**src/rtl/wb_pkg.sv**
```systemverilog
// Shared definitions for the Wishbone command initiator: state encoding,
// timeout counter sizing and the data value returned on failed transfers.
package wb_pkg;

    typedef enum logic [1:0] {
        ST_IDLE = 2'd0,
        ST_BUS  = 2'd1,
        ST_RESP = 2'd2
    } wb_state_e;

    // A TIMEOUT of 0 still needs a 1-bit counter so the port widths stay legal.
    function automatic int unsigned wb_tmo_w(input int unsigned timeout);
        int unsigned w;
        w = $clog2(timeout + 1);
        return (w == 0) ? 1 : w;
    endfunction

    localparam logic WB_ERR_DAT_BIT = 1'b0;

endpackage

```
**src/rtl/wb_cmd_initiator.sv**
```systemverilog
// Wishbone classic single-transfer master: one bus cycle per command on the
// valid/ready command port, result returned on the valid/ready response port.
module wb_cmd_initiator
    import wb_pkg::*;
#(
    parameter int AW      = 32,
    parameter int DW      = 32,
    parameter int TIMEOUT = 255
) (
    input  logic            clk,
    input  logic            rst_n,
    input  logic            cmd_valid,
    output logic            cmd_ready,
    input  logic            cmd_we,
    input  logic [AW-1:0]   cmd_adr,
    input  logic [DW-1:0]   cmd_dat,
    input  logic [DW/8-1:0] cmd_sel,
    output logic            rsp_valid,
    input  logic            rsp_ready,
    output logic [DW-1:0]   rsp_dat,
    output logic            rsp_err,
    output logic            rsp_tmo,
    output logic            wbm_cyc_o,
    output logic            wbm_stb_o,
    output logic            wbm_we_o,
    output logic [AW-1:0]   wbm_adr_o,
    output logic [DW-1:0]   wbm_dat_o,
    output logic [DW/8-1:0] wbm_sel_o,
    input  logic [DW-1:0]   wbm_dat_i,
    input  logic            wbm_ack_i,
    input  logic            wbm_err_i,
    output logic            busy
);

    // state   | meaning
    // IDLE    | waiting for a command; cmd_ready high
    // BUS     | cyc/stb asserted, waiting for ack, err or timeout
    // RESP    | response held on the rsp port until rsp_ready

    localparam int TMO_W = wb_tmo_w(TIMEOUT);
    localparam logic [TMO_W-1:0] TMO_LAST = TMO_W'((TIMEOUT > 0) ? TIMEOUT - 1 : 0);
    localparam logic [DW-1:0] ERR_DAT = {DW{WB_ERR_DAT_BIT}};

    wb_state_e          state_q, state_d;
    logic [TMO_W-1:0]   cnt_q, cnt_d;
    logic               cyc_q, cyc_d;
    logic               we_q, we_d;
    logic [AW-1:0]      adr_q, adr_d;
    logic [DW-1:0]      dat_q, dat_d;
    logic [DW/8-1:0]    sel_q, sel_d;
    logic               rsp_valid_q, rsp_valid_d;
    logic [DW-1:0]      rsp_dat_q, rsp_dat_d;
    logic               rsp_err_q, rsp_err_d;
    logic               rsp_tmo_q, rsp_tmo_d;
    logic               busy_q, busy_d;
    logic               tmo_hit;

    assign tmo_hit = (TIMEOUT != 0) && (cnt_q == TMO_LAST);

    always_comb begin
        state_d     = state_q;
        cnt_d       = cnt_q;
        cyc_d       = cyc_q;
        we_d        = we_q;
        adr_d       = adr_q;
        dat_d       = dat_q;
        sel_d       = sel_q;
        rsp_valid_d = rsp_valid_q;
        rsp_dat_d   = rsp_dat_q;
        rsp_err_d   = rsp_err_q;
        rsp_tmo_d   = rsp_tmo_q;

        case (state_q)
            ST_IDLE: begin
                if (cmd_valid) begin
                    we_d    = cmd_we;
                    adr_d   = cmd_adr;
                    dat_d   = cmd_dat;
                    sel_d   = cmd_sel;
                    cyc_d   = 1'b1;
                    cnt_d   = '0;
                    state_d = ST_BUS;
                end
            end
            ST_BUS: begin
                if (cnt_q != {TMO_W{1'b1}}) begin
                    cnt_d = cnt_q + TMO_W'(1);
                end
                // ack takes priority over a simultaneous err
                if (wbm_ack_i) begin
                    rsp_dat_d   = we_q ? ERR_DAT : wbm_dat_i;
                    rsp_err_d   = 1'b0;
                    rsp_tmo_d   = 1'b0;
                    rsp_valid_d = 1'b1;
                    cyc_d       = 1'b0;
                    state_d     = ST_RESP;
                end else if (wbm_err_i) begin
                    rsp_dat_d   = ERR_DAT;
                    rsp_err_d   = 1'b1;
                    rsp_tmo_d   = 1'b0;
                    rsp_valid_d = 1'b1;
                    cyc_d       = 1'b0;
                    state_d     = ST_RESP;
                end else if (tmo_hit) begin
                    rsp_dat_d   = ERR_DAT;
                    rsp_err_d   = 1'b1;
                    rsp_tmo_d   = 1'b1;
                    rsp_valid_d = 1'b1;
                    cyc_d       = 1'b0;
                    state_d     = ST_RESP;
                end
            end
            ST_RESP: begin
                if (rsp_ready) begin
                    rsp_valid_d = 1'b0;
                    rsp_err_d   = 1'b0;
                    rsp_tmo_d   = 1'b0;
                    state_d     = ST_IDLE;
                end
            end
            default: begin
                cyc_d       = 1'b0;
                rsp_valid_d = 1'b0;
                state_d     = ST_IDLE;
            end
        endcase

        busy_d = (state_d != ST_IDLE);
    end

    always_ff @(posedge clk or negedge rst_n) begin
        if (!rst_n) begin
            state_q <= ST_IDLE;
        end else begin
            state_q <= state_d;
        end
    end

    always_ff @(posedge clk or negedge rst_n) begin
        if (!rst_n) begin
            cnt_q       <= '0;
            cyc_q       <= 1'b0;
            we_q        <= 1'b0;
            adr_q       <= '0;
            dat_q       <= '0;
            sel_q       <= '0;
            rsp_valid_q <= 1'b0;
            rsp_dat_q   <= '0;
            rsp_err_q   <= 1'b0;
            rsp_tmo_q   <= 1'b0;
            busy_q      <= 1'b0;
        end else begin
            cnt_q       <= cnt_d;
            cyc_q       <= cyc_d;
            we_q        <= we_d;
            adr_q       <= adr_d;
            dat_q       <= dat_d;
            sel_q       <= sel_d;
            rsp_valid_q <= rsp_valid_d;
            rsp_dat_q   <= rsp_dat_d;
            rsp_err_q   <= rsp_err_d;
            rsp_tmo_q   <= rsp_tmo_d;
            busy_q      <= busy_d;
        end
    end

    assign cmd_ready = (state_q == ST_IDLE);
    assign rsp_valid = rsp_valid_q;
    assign rsp_dat   = rsp_dat_q;
    assign rsp_err   = rsp_err_q;
    assign rsp_tmo   = rsp_tmo_q;
    assign wbm_cyc_o = cyc_q;
    assign wbm_stb_o = cyc_q;
    assign wbm_we_o  = we_q;
    assign wbm_adr_o = adr_q;
    assign wbm_dat_o = dat_q;
    assign wbm_sel_o = sel_q;
    assign busy      = busy_q;

endmodule

```
**config.mk**
```make
export PLATFORM = sky130hd
export DESIGN_NAME = wb_cmd_initiator
export DESIGN_NICKNAME = d
export VERILOG_FILES = /design/src/rtl/wb_pkg.sv /design/src/rtl/wb_cmd_initiator.sv
export SDC_FILE = /design/constraint.sdc
export NUM_CORES = 1
export LEC_CHECK = 0
export BUFFER_PORTS_ARGS = -buffer_cell sky130_fd_sc_hd__buf_2
export CAP_MARGIN = 20
export CORE_UTILIZATION = 47
export DETAILED_ROUTE_END_ITERATION = 12
export HOLD_SLACK_MARGIN = 0.03
export PLACE_DENSITY_LB_ADDON = 0.12
export SLEW_MARGIN = 10
export SYNTH_ARGS = -nofsm -noshare
export SYNTH_HDL_FRONTEND = slang
export SYNTH_SLANG_ARGS = --single-unit
```
**constraint.sdc**
```tcl
create_clock -name clk -period 2.1 [get_ports clk]
set_input_delay 0.42 -clock clk [delete_from_list [all_inputs] [get_ports clk]]
set_output_delay 0.42 -clock clk [all_outputs]
set_load 0.1 [all_outputs]
```
==> impl_metrics.ini <==
[global_route]
grt_start_max_net_pins = 49
antenna_found_initial = 0
grt_pass1_vias = 4106
grt_overflow = 0
grt_use_total_pct = 23.2
grt_first_pass_wirelength_um = 18800

[synthesis]
synth_seq_cells = 116
yosys.cell_types.count = 39
synthXorXnorAreaFrac_pct = 0
synthCells = 484
synth-simple-area-share_pct = 24.1
synthAdderAreaFrac_pct = 0.517
ys_seq_area_share_pct = 60.0
synth_top_cell_area_share_pct = 60.0
synth_area_per_cell_um2 = 9.99
async_flop_share_pct = 100
synth_most_common_cell = nand2_1
synth_top_cell_by_area = dfrtp_1
synth_area_um2 = 4840
synth_common_cells = nand2_1, dfrtp_1, and2_1
synthMuxAreaShare_pct = 0.621
ys.warnings.count = 0
synth-main-ff-cell = dfrtp_1
synth_edf_count = 0
synth-compound-area-share_pct = 11.2
yosys-top-cells-area = dfrtp_1, nand2_1, a221o_2
synth_top_family_by_area = simple AND/OR/NAND/NOR gates
synthesis.nets = 593

[cells_and_area]
layout-drive-gt1-share_pct = 39.5
areaGrowthSynthToFinish_pct = 38.5
fin_nets = 807
diodes = 0
seq_area_um2 = 2900
fill_cells = 834
design_area_um2 = 6700
multi_input_area_um2 = 1780

[hold_path]
hold_class = input pin to flip-flop
hold_depth = 3

[worst_setup_path]
worst_setup_path_start_kind = flip-flop
cp_common_cell = buf_4
slowest_delay_ns = 0.47
worstRegToRegCells = 4
path_cells = buf_4 -> nor2_2 -> buf_4
cpMaxStageDelayCell = dfrtp_1
crit_path_end_kind = output pin
crit_fanout = 10
cp.arrival_ns = 1.57
cp.required_ns = 1.68
critPathKind = flip-flop to output pin

[sta]
tns_ns = 0
period_share_pct = 94.8
whs_ns = 0.0932
finalCriticalPeriod_ns = 1.99
worst_pin_slew_ns = 0.502
rsz0062_at_grt = false
slew_violations = 0
clock_skew_ns = 0.00648
max_freq_mhz = 502
hold_viol = 0
layout_setup_ws_ns = 0.109
setup_viol = 0
slew_headroom_pct = 66.4

[die]
start_util_pct = 49.0
die_h_um = 103
die_area_um2 = 10700
num_rows = 36
chipWidth_um = 103
core_region_area_um2 = 9860
pin_count = 215

[placement]
numPortBuffers = 214
post-place-ws_ns = 0.367
post_dp_cell_area_um2 = 6070
place.gp.congestion = 0.815
place_hpwl_um = 8220

[clock_tree]
clk_pin_slew_ns = 0.06
cts_buffers = 17
worstSkewPairLatency_ns = 0.51
clkSinkCount = 116
cts_tree = yes
cts_root_buf = clkbuf_8
htreeDepth = 4
ctsLongestPathBuffers = 2

[route]
totalWireLength_um = 11900
vias = 4203
firstDrtPassIters = 4
routed_via_density = 4.98
drc = 0
wire_per_inst_um = 14.1
drtIter0Drc = 182
ant_nets = 0

[run_status]
outcome = finished, final reports clean

[run]
drv_cap = 0
## worst max-delay path, delay by kind of cell (launching register included)
family                 cells  cell delay [ns]
buffers and inverters      2             0.50
DFF                        1             0.47
and+or+nand+nor            1             0.09
## final cells by class
cell class,count,area share (%)
Sequential cell,116,43.3
Multi-Input combinational cell,333,26.5
Timing Repair Buffer,227,18.3
Clock buffer,23,6.97
Inverter,3,0.168
Tap cell,133,2.48
Clock inverter,9,2.24
## sequential cells by signal, indices dropped and copies added (netlist names)
signal     cells
wbm_we_o       1
state_q        2
wbm_adr_o     32
busy           1
rsp_err        1
rsp_tmo        1
wbm_dat_o     32
wbm_cyc_o      1
rsp_valid      1
wbm_sel_o      4
rsp_dat       32
cnt_q          8
## repair_timing
| action | in CTS | in global routing |
|---|---|---|
| hold buffers | 1 | 0 |
| setup buffers | 0 | 0 |
| gates resized for setup | 1 | 0 |
| endpoints found under the setup margin | 1 | 0 |
| endpoints found under the hold margin | 33 | 0 |
## metrics by stage
| stage | utilization [%] | cells |
|---|---|---|
| finish | 67.9 | 844 |
| global route | 67.9 | 844 |
| CTS | 67.9 | 844 |
| detailed placement | 61.5 | 811 |
| global placement | 61.5 | 811 |
| floorplan | - | 484 |
## cell usage in the layout (no fill, tap or decap), drive strengths merged, types with 4 or more instances in the layout
cell and count:
bufinv 4, buf 226, and2 33, dfrtp 116, nand3 4, nand2 213, a221o 32, nor2 4
clkbuf 23, a211oi 4, a21oi 5
## final timing paths
kind / startpoint / end / slack (ns)
max in group asynchronous: rst_n / wbm_adr_o[27] / 1.09
max reg2reg: state_q[0] / rsp_dat[30] / 0.33
min: cmd_dat[1] / wbm_dat_o[1] / 0.09
max: state_q[1] / cmd_ready / 0.11
min reg2reg: wbm_adr_o[11] / wbm_adr_o[11] / 0.46
min in group asynchronous: rst_n / wbm_adr_o[0] / 0.42
## per-layer routing
metal / global-route usage [%] / part of all wire [%] / routed length, um / up-vias
met5: 0 / 0 / 0 / -
met4: 10.1 / 1.9 / 228 / 0
met3: 7.59 / 6.5 / 769 / 21
met2: 39.2 / 49 / 5780 / 148
met1: 27.1 / 43 / 5100 / 1994
li1: - / - / - / 2040
## cell families after synthesis
kind of cell	count (synthesis)
compound gates	57
fa+ha+maj	2
buf+inv	35
flops	116
mux	3
simple gates	271
Power is not shown: default switching activity piles up to over one toggle a cycle in this logic, so the estimate is an artifact.
